File: config.mk
export PLATFORM = sky130hd
export DESIGN_NAME = pulse_period_meter_flat
export DESIGN_NICKNAME = d
export VERILOG_FILES = /design/src/rtl/pulse_period_meter_pkg.sv /design/src/rtl/pulse_period_meter_if.sv /design/src/rtl/pulse_period_meter_rise_detect.sv /design/src/rtl/pulse_period_meter.sv /design/src/flat_wrapper.sv
export SDC_FILE = /design/constraint.sdc
export NUM_CORES = 1
export LEC_CHECK = 0
export CAP_MARGIN = 5
export CORE_MARGIN = 5
export CORE_UTILIZATION = 54
export DETAILED_ROUTE_END_ITERATION = 7
export GPL_TIMING_DRIVEN = 0
export PLACE_DENSITY = 0.76
export SKIP_LAST_GASP = 1
export SYNTH_ARGS = -nofsm -noshare
export SYNTH_HDL_FRONTEND = slang
export SYNTH_SLANG_ARGS = --single-unit
File: constraint.sdc
create_clock -name Clk -period 2.9 [get_ports Clk]
set_clock_uncertainty 0.15 [all_clocks]
set_input_delay 0.87 -clock Clk [delete_from_list [all_inputs] [get_ports Clk]]
set_output_delay 0.87 -clock Clk [all_outputs]
set_load 0.01 [all_outputs]
File: src/rtl/pulse_period_meter_pkg.sv
// Shared definitions for the pulse period meter: FSM state encodings and
// the default counter width.
package pulse_period_meter_pkg;

  localparam int DEFAULT_CNT_W = 26;

  typedef enum logic [1:0] {
    IDLE    = 2'd0,
    MEASURE = 2'd1,
    STALE   = 2'd2
  } meter_state_e;

endpackage

File: src/rtl/pulse_period_meter_if.sv
// Signal bundle between a pulse source and the period meter. The meter
// takes the slave view; whoever drives En/Pulse and reads results takes
// the master view.
interface pulse_period_meter_if
  import pulse_period_meter_pkg::*;
#(
  parameter int CNT_W = DEFAULT_CNT_W
);

  logic             En;
  logic             Pulse;
  logic [CNT_W-1:0] Period;
  logic             Valid;
  logic             Locked;
  logic             Overflow;

  modport master (
    output En,
    output Pulse,
    input  Period,
    input  Valid,
    input  Locked,
    input  Overflow
  );

  modport slave (
    input  En,
    input  Pulse,
    output Period,
    output Valid,
    output Locked,
    output Overflow
  );

endinterface

File: src/rtl/pulse_period_meter_rise_detect.sv
// Rising-edge detector for a signal already synchronous to Clk. The delayed
// copy is updated every cycle regardless of any enable, so a level that is
// held high produces exactly one edge.
module pulse_period_meter_rise_detect (
  input  logic Clk,
  input  logic Reset,
  input  logic Pulse,
  output logic Rise
);

  logic pulse_d;

  // Register the previous Pulse level; cleared by reset so a high level on
  // the first cycle after reset is seen as an edge.
  always_ff @(posedge Clk) begin
    if (Reset) begin
      pulse_d <= 1'b0;
    end else begin
      pulse_d <= Pulse;
    end
  end

  assign Rise = Pulse & ~pulse_d;

endmodule

File: src/rtl/pulse_period_meter.sv
// Measures the number of Clk cycles between consecutive rising edges of
// Pulse, strobing Valid for one cycle with each new Period. Locked tracks an
// unbroken run of measurements; Overflow flags an interval that saturated
// the counter and stays set until the next good measurement.
module pulse_period_meter
  import pulse_period_meter_pkg::*;
#(
  parameter int               CNT_W   = DEFAULT_CNT_W,
  parameter logic [CNT_W-1:0] MAX_CNT = {CNT_W{1'b1}}
) (
  input  logic                 Clk,
  input  logic                 Reset,
  pulse_period_meter_if.slave  bus
);

  localparam logic [CNT_W-1:0] ONE = CNT_W'(1);

  meter_state_e     state;
  meter_state_e     state_next;
  logic [CNT_W-1:0] cnt;
  logic [CNT_W-1:0] cnt_next;
  logic [CNT_W-1:0] period_q;
  logic [CNT_W-1:0] period_next;
  logic             valid_q;
  logic             valid_next;
  logic             locked_q;
  logic             locked_next;
  logic             overflow_q;
  logic             overflow_next;
  logic             rise;

  pulse_period_meter_rise_detect u_rise_detect (
    .Clk   (Clk),
    .Reset (Reset),
    .Pulse (bus.Pulse),
    .Rise  (rise)
  );

  // State, counter and output registers; reset wins over everything.
  always_ff @(posedge Clk) begin
    if (Reset) begin
      state      <= IDLE;
      cnt        <= '0;
      period_q   <= '0;
      valid_q    <= 1'b0;
      locked_q   <= 1'b0;
      overflow_q <= 1'b0;
    end else begin
      state      <= state_next;
      cnt        <= cnt_next;
      period_q   <= period_next;
      valid_q    <= valid_next;
      locked_q   <= locked_next;
      overflow_q <= overflow_next;
    end
  end

  // Next-state logic: disabling parks the meter in IDLE, an edge in MEASURE
  // reports the count (edge beats saturation), and an edge leaving STALE
  // only restarts counting because that interval is unknown.
  always_comb begin
    state_next    = state;
    cnt_next      = cnt;
    period_next   = period_q;
    valid_next    = 1'b0;
    locked_next   = locked_q;
    overflow_next = overflow_q;

    if (!bus.En) begin
      state_next  = IDLE;
      cnt_next    = '0;
      locked_next = 1'b0;
    end else begin
      unique case (state)
        IDLE: begin
          if (rise) begin
            state_next = MEASURE;
            cnt_next   = ONE;
          end
        end
        MEASURE: begin
          if (rise) begin
            period_next   = cnt;
            valid_next    = 1'b1;
            locked_next   = 1'b1;
            overflow_next = 1'b0;
            cnt_next      = ONE;
          end else if (cnt == MAX_CNT) begin
            state_next    = STALE;
            overflow_next = 1'b1;
            locked_next   = 1'b0;
          end else begin
            cnt_next = cnt + ONE;
          end
        end
        STALE: begin
          if (rise) begin
            state_next = MEASURE;
            cnt_next   = ONE;
          end
        end
        default: begin
          state_next = IDLE;
          cnt_next   = '0;
        end
      endcase
    end
  end

  assign bus.Period   = period_q;
  assign bus.Valid    = valid_q;
  assign bus.Locked   = locked_q;
  assign bus.Overflow = overflow_q;

endmodule

File: src/flat_wrapper.sv
// flat-port wrapper written by rule: the top's interface ports become plain ports
module pulse_period_meter_flat import pulse_period_meter_pkg::*;
#(
  parameter int               CNT_W   = DEFAULT_CNT_W,
  parameter logic [CNT_W-1:0] MAX_CNT = {CNT_W{1'b1}}
)
  (Clk, Reset, bus_En, bus_Pulse, bus_Period, bus_Valid, bus_Locked, bus_Overflow);
  pulse_period_meter_if #(.CNT_W(CNT_W)) bus_i ();
  input  logic Clk;
  input  logic Reset;
  input wire logic [$bits(bus_i.En)-1:0] bus_En;
  input wire logic [$bits(bus_i.Pulse)-1:0] bus_Pulse;
  output wire logic [$bits(bus_i.Period)-1:0] bus_Period;
  output wire logic [$bits(bus_i.Valid)-1:0] bus_Valid;
  output wire logic [$bits(bus_i.Locked)-1:0] bus_Locked;
  output wire logic [$bits(bus_i.Overflow)-1:0] bus_Overflow;
  assign bus_i.En = bus_En;
  assign bus_i.Pulse = bus_Pulse;
  assign bus_Period = bus_i.Period;
  assign bus_Valid = bus_i.Valid;
  assign bus_Locked = bus_i.Locked;
  assign bus_Overflow = bus_i.Overflow;
  pulse_period_meter #(.CNT_W(CNT_W), .MAX_CNT(MAX_CNT)) u_core (.Clk(Clk), .Reset(Reset), .bus(bus_i));
endmodule
==> flow_summary_export.csv <==
group,metric,value,unit
logic_synthesis,post_synth_most_frequent_cells,"69 x sky130_fd_sc_hd__nand2_1, 58 x sky130_fd_sc_hd__dfxtp_1, 38 x sky130_fd_sc_hd__a21oi_1",
placement,detailed_place.area,2977,sq um
drt,drt-initial-drc-count,166,
logic_synthesis,postSynth.asyncResetShare,0,%
floorplanning,std_cell_rows,25,
logic_synthesis,yosys_register_bits,58,
critical_path,reg2reg_slack,0.30,ns
worst_hold_path,hold-path-cell-count,2,
logic_synthesis,synthCells,312,
critical_path,worst_ep_arrival_time,2.86,ns
logic_synthesis,synth_seq_area_share,44.85,%
global_routing,grt_pass1_wl,11070,microns
worst_hold_path,hold-path-endpoint,"u_core.bus.Period[1]$_SDFFE_PP0P_",
cts,cts_made_buffers,9,
drt,firstDrtPassIters,4,
timing,final_min_period_over_clock_period,94.81,%
final_layout,finalCoreUtilization,67.76,%
drt,detailroute.via_count,2483,
cts,clk-insertion-delay-late,0.33,ns
placement,place.port_buffers,32,
cts,clk_transition_reported_paths,0.06,ns
critical_path,path_buf_inv,4,
floorplanning,dieHeight,79.24,microns
logic_synthesis,yosysUniqueCellTypes,47,
critical_path,regToRegEndpoint,"u_core.cnt[0]$_SDFFE_PP0P_",
logic_synthesis,netlist_area,2589,sq um
logic_synthesis,syn-mean-instance-area,8.297,sq um
cts,clock_sink_count,58,
placement,globalplace.congestion,0.8334,
final_layout,fin_nets,360,
cts,ctsLongestPathBuffers,2,
critical_path,setup.worst_path.class,"input pin to flop",
cts,post_cts.repair.setup_buffers,0,
global_routing,maximum_number_of_pins_on_one_net_before_global_route_repair,11,
final_layout,multiInputGateArea,1340,sq um
critical_path,crit_fanout,10,
placement,detailedPlacementHpwl,4522,microns
critical_path,timing.critical_path.max_delay_family,"buffers and inverters",
drt,detailed_route_wl,6388,microns
final_layout,final_cell_area,3179,sq um
cts,cts_tree,"built",
critical_path,critPathMostFrequentCell,"sky130_fd_sc_hd__clkbuf_1",
worst_hold_path,hold_class,"flop to flop",
power,power.density,486.2,nW/um^2
critical_path,reg2reg_from,"u_core.cnt[0]$_SDFFE_PP0P_",
critical_path,capturing_element_type_of_the_critical_path,"flop",
final_layout,area_growth,22.81,%
timing,finalHoldViolations,0,
global_routing,grt-ovfl-total,0,
logic_synthesis,yosysWarnings,0,
final_layout,layout.area.seq,1161,sq um
drt,vias_per_cell,5.998,
worst_hold_path,worst_hold_startpoint,"u_core.bus.Period[1]$_SDFFE_PP0P_",
final_layout,insertedDiodeCount,0,
global_routing,grt.total_usage,22.60,%
cts,cts_htree_levels,3,
floorplanning,effective_utilization_at_floorplan,55.17,%
drt,wire_per_inst,15.43,microns
global_routing,grt_antenna_before_repair,0,
floorplanning,design.portCount,33,
critical_path,worst_r2r_path_depth,6,
global_routing,grt_pass1_vias,2318,
drt,antenna_left,0,
critical_path,slowest_stage,"sky130_fd_sc_hd__clkdlybuf4s50_1",
critical_path,max_stage_delay,0.48,ns
final_layout,drive_gt1_share,8.611,%
job,timing.max_cap.violations,0,
logic_synthesis,synth_most_common_cell,"sky130_fd_sc_hd__nand2_1",
timing,max_freq,363.7,MHz
critical_path,cp_cell_sequence,"clkdlybuf4s50_1, nor2b_1, clkbuf_1, and3_1, clkbuf_1, clkbuf_2, nand2_1, a21oi_1",
timing,setup-violations-final,0,
cts,clockRootBuffer,"sky130_fd_sc_hd__clkbuf_8",
run_status,outcome,"complete, no violations",
timing,period_minus_slack,2.749,ns
logic_synthesis,synth_top_area_cell,"sky130_fd_sc_hd__dfxtp_1",
floorplanning,die-width,79.24,microns
logic_synthesis,synth_top_area_share,44.85,%
power,power_leakage,0.9876,nW
floorplanning,die-area,6279,sq um
power,vdd_ir_max,0.3436,mV
logic_synthesis,synth-main-ff-cell,"sky130_fd_sc_hd__dfxtp_1",
critical_path,cp_startpoint_kind,"input pin",
logic_synthesis,synth-edff-count,0,
timing,slew_headroom,43.76,%
final_layout,filler_cell_count,437,
drt,detail_route.drc_violations,0,
logic_synthesis,synth.net_count,317,
timing,tightest_slew,0.8358,ns
critical_path,cp_data_required_time,3.01,ns
floorplanning,placeableCoreArea,4692,sq um
timing,maxSlewViolCount,0,
logic_synthesis,synth_top_cells_by_area,"sky130_fd_sc_hd__dfxtp_1 45%, sky130_fd_sc_hd__nand2_1 10%, sky130_fd_sc_hd__a21oi_1 7.3%, sky130_fd_sc_hd__nand3_1 2.5%, sky130_fd_sc_hd__a311oi_1 2.4%",
-- per-layer routing --
| layer | vias up | share of wire (%) | global-route usage [%] |
|---|---|---|---|
| met5 | - | 0 | 0 |
| met4 | 0 | 1.4 | 11.34 |
| met3 | 9 | 6.1 | 4.989 |
| met2 | 80 | 45 | 36.03 |
| met1 | 1163 | 47 | 28.72 |
| li1 | 1231 | - | - |
-- sequential cells by signal (all words and copies together) (netlist names) --
register                      cells
u_core.state                      2
u_core.bus.Overflow               1
u_core.u_rise_detect.pulse_d      1
u_core.cnt                       26
u_core.bus.Valid                  1
u_core.bus.Locked                 1
u_core.bus.Period                26
-- stage by stage --
step	setup TNS (ns)	total power [mW]	setup WS [ns]	hold slack, ns	std cells
after global placement	-7.336	0.8837	-0.4131	0.2918	398
after detailed placement	-7.250	0.8837	-0.4255	0.2965	398
after global routing	-0.02389	1.608	-0.008763	0.3224	414
after CTS	0	1.554	0.05252	0.3047	414
after floorplan	0	0.8594	0.6125	0.2946	312
final	0	1.546	0.1506	0.3018	414
-- final cells by class --
type / count / share of cell area (%)
inverter: 5 / 0.5903
clock inverter: 2 / 0.3148
clock buffer: 14 / 5.431
multi-input combinational: 232 / 42.15
buffer: 17 / 2.794
tap: 54 / 2.125
sequential: 58 / 36.52
timing repair buffer: 32 / 10.07
-- cell usage in the layout, fill, tap and decap left out, drive strengths merged, types with 2 or more instances in the layout --
master	Yosys	final
clkbuf	11	25
buf	6	6
o311ai	2	2
o31a	2	2
nor4	4	4
nor2b	4	4
o22ai	3	3
a211oi	3	3
o21ai	9	9
or3	5	5
and4	2	2
dfxtp	58	58
nor3	2	2
nor2	15	15
nand4	10	10
nand2b	4	4
a21oi	38	38
clkinv	0	2
a31oi	8	8
and3	2	2
inv	5	5
o31ai	8	8
mux2i	2	2
nand3	13	13
a311oi	7	7
or4	5	5
o211ai	3	3
a41oi	2	2
nand2	69	69
clkdlybuf4s50	0	32
-- worst max-delay path by stage --
| stage | start | endpoint | slack [ns] | depth (start not counted) |
|---|---|---|---|---|
| after global routing | bus_Pulse | u_core.bus.Period[13]$_SDFFE_PP0P_ | -0.009 | 8 |
| final | bus_Pulse | u_core.bus.Period[15]$_SDFFE_PP0P_ | 0.15 | 8 |
| after CTS | bus_Pulse | u_core.bus.Period[15]$_SDFFE_PP0P_ | 0.05 | 8 |
| after floorplan | bus_Pulse | u_core.cnt[13]$_SDFFE_PP0P_ | 0.61 | 6 |
| after detailed placement | bus_Pulse | u_core.cnt[13]$_SDFFE_PP0P_ | -0.43 | 7 |
| after global placement | bus_Pulse | u_core.cnt[13]$_SDFFE_PP0P_ | -0.41 | 7 |
-- timing repair --
| action | 4_1_cts | 5_1_grt |
|---|---|---|
| gates resized for setup | 1 | 6 |
| hold endpoints to repair | 0 | 0 |
| hold buffers | 0 | 0 |
| setup endpoints to repair | 2 | 22 |
| pin swaps | 0 | 0 |
-- cells by family after synthesis --
kind of cell,Yosys count,share of synthesized area (%)
buffers and inverters,22,4.060
AOI/OAI and AO/OA,93,23.54
and+or+nand+nor,136,26.29
muxes,2,0.7734
DFF,58,44.85
adders and majority gates,1,0.4832
-- worst min-delay path, cell delays in order, from the launching register on --
cell	delay [ns]
sky130_fd_sc_hd__dfxtp_1	0.31
sky130_fd_sc_hd__nand2_1	0.05
sky130_fd_sc_hd__a21oi_1	0.05
-- report_power, final --
group	internal, mW	total (mW)	switching [mW]
sequential	0.799	0.801	0.00216
combinational	0.0181	0.0681	0.0500
clock	0.378	0.676	0.299
Note: power is estimated with default switching activity, not from simulation.
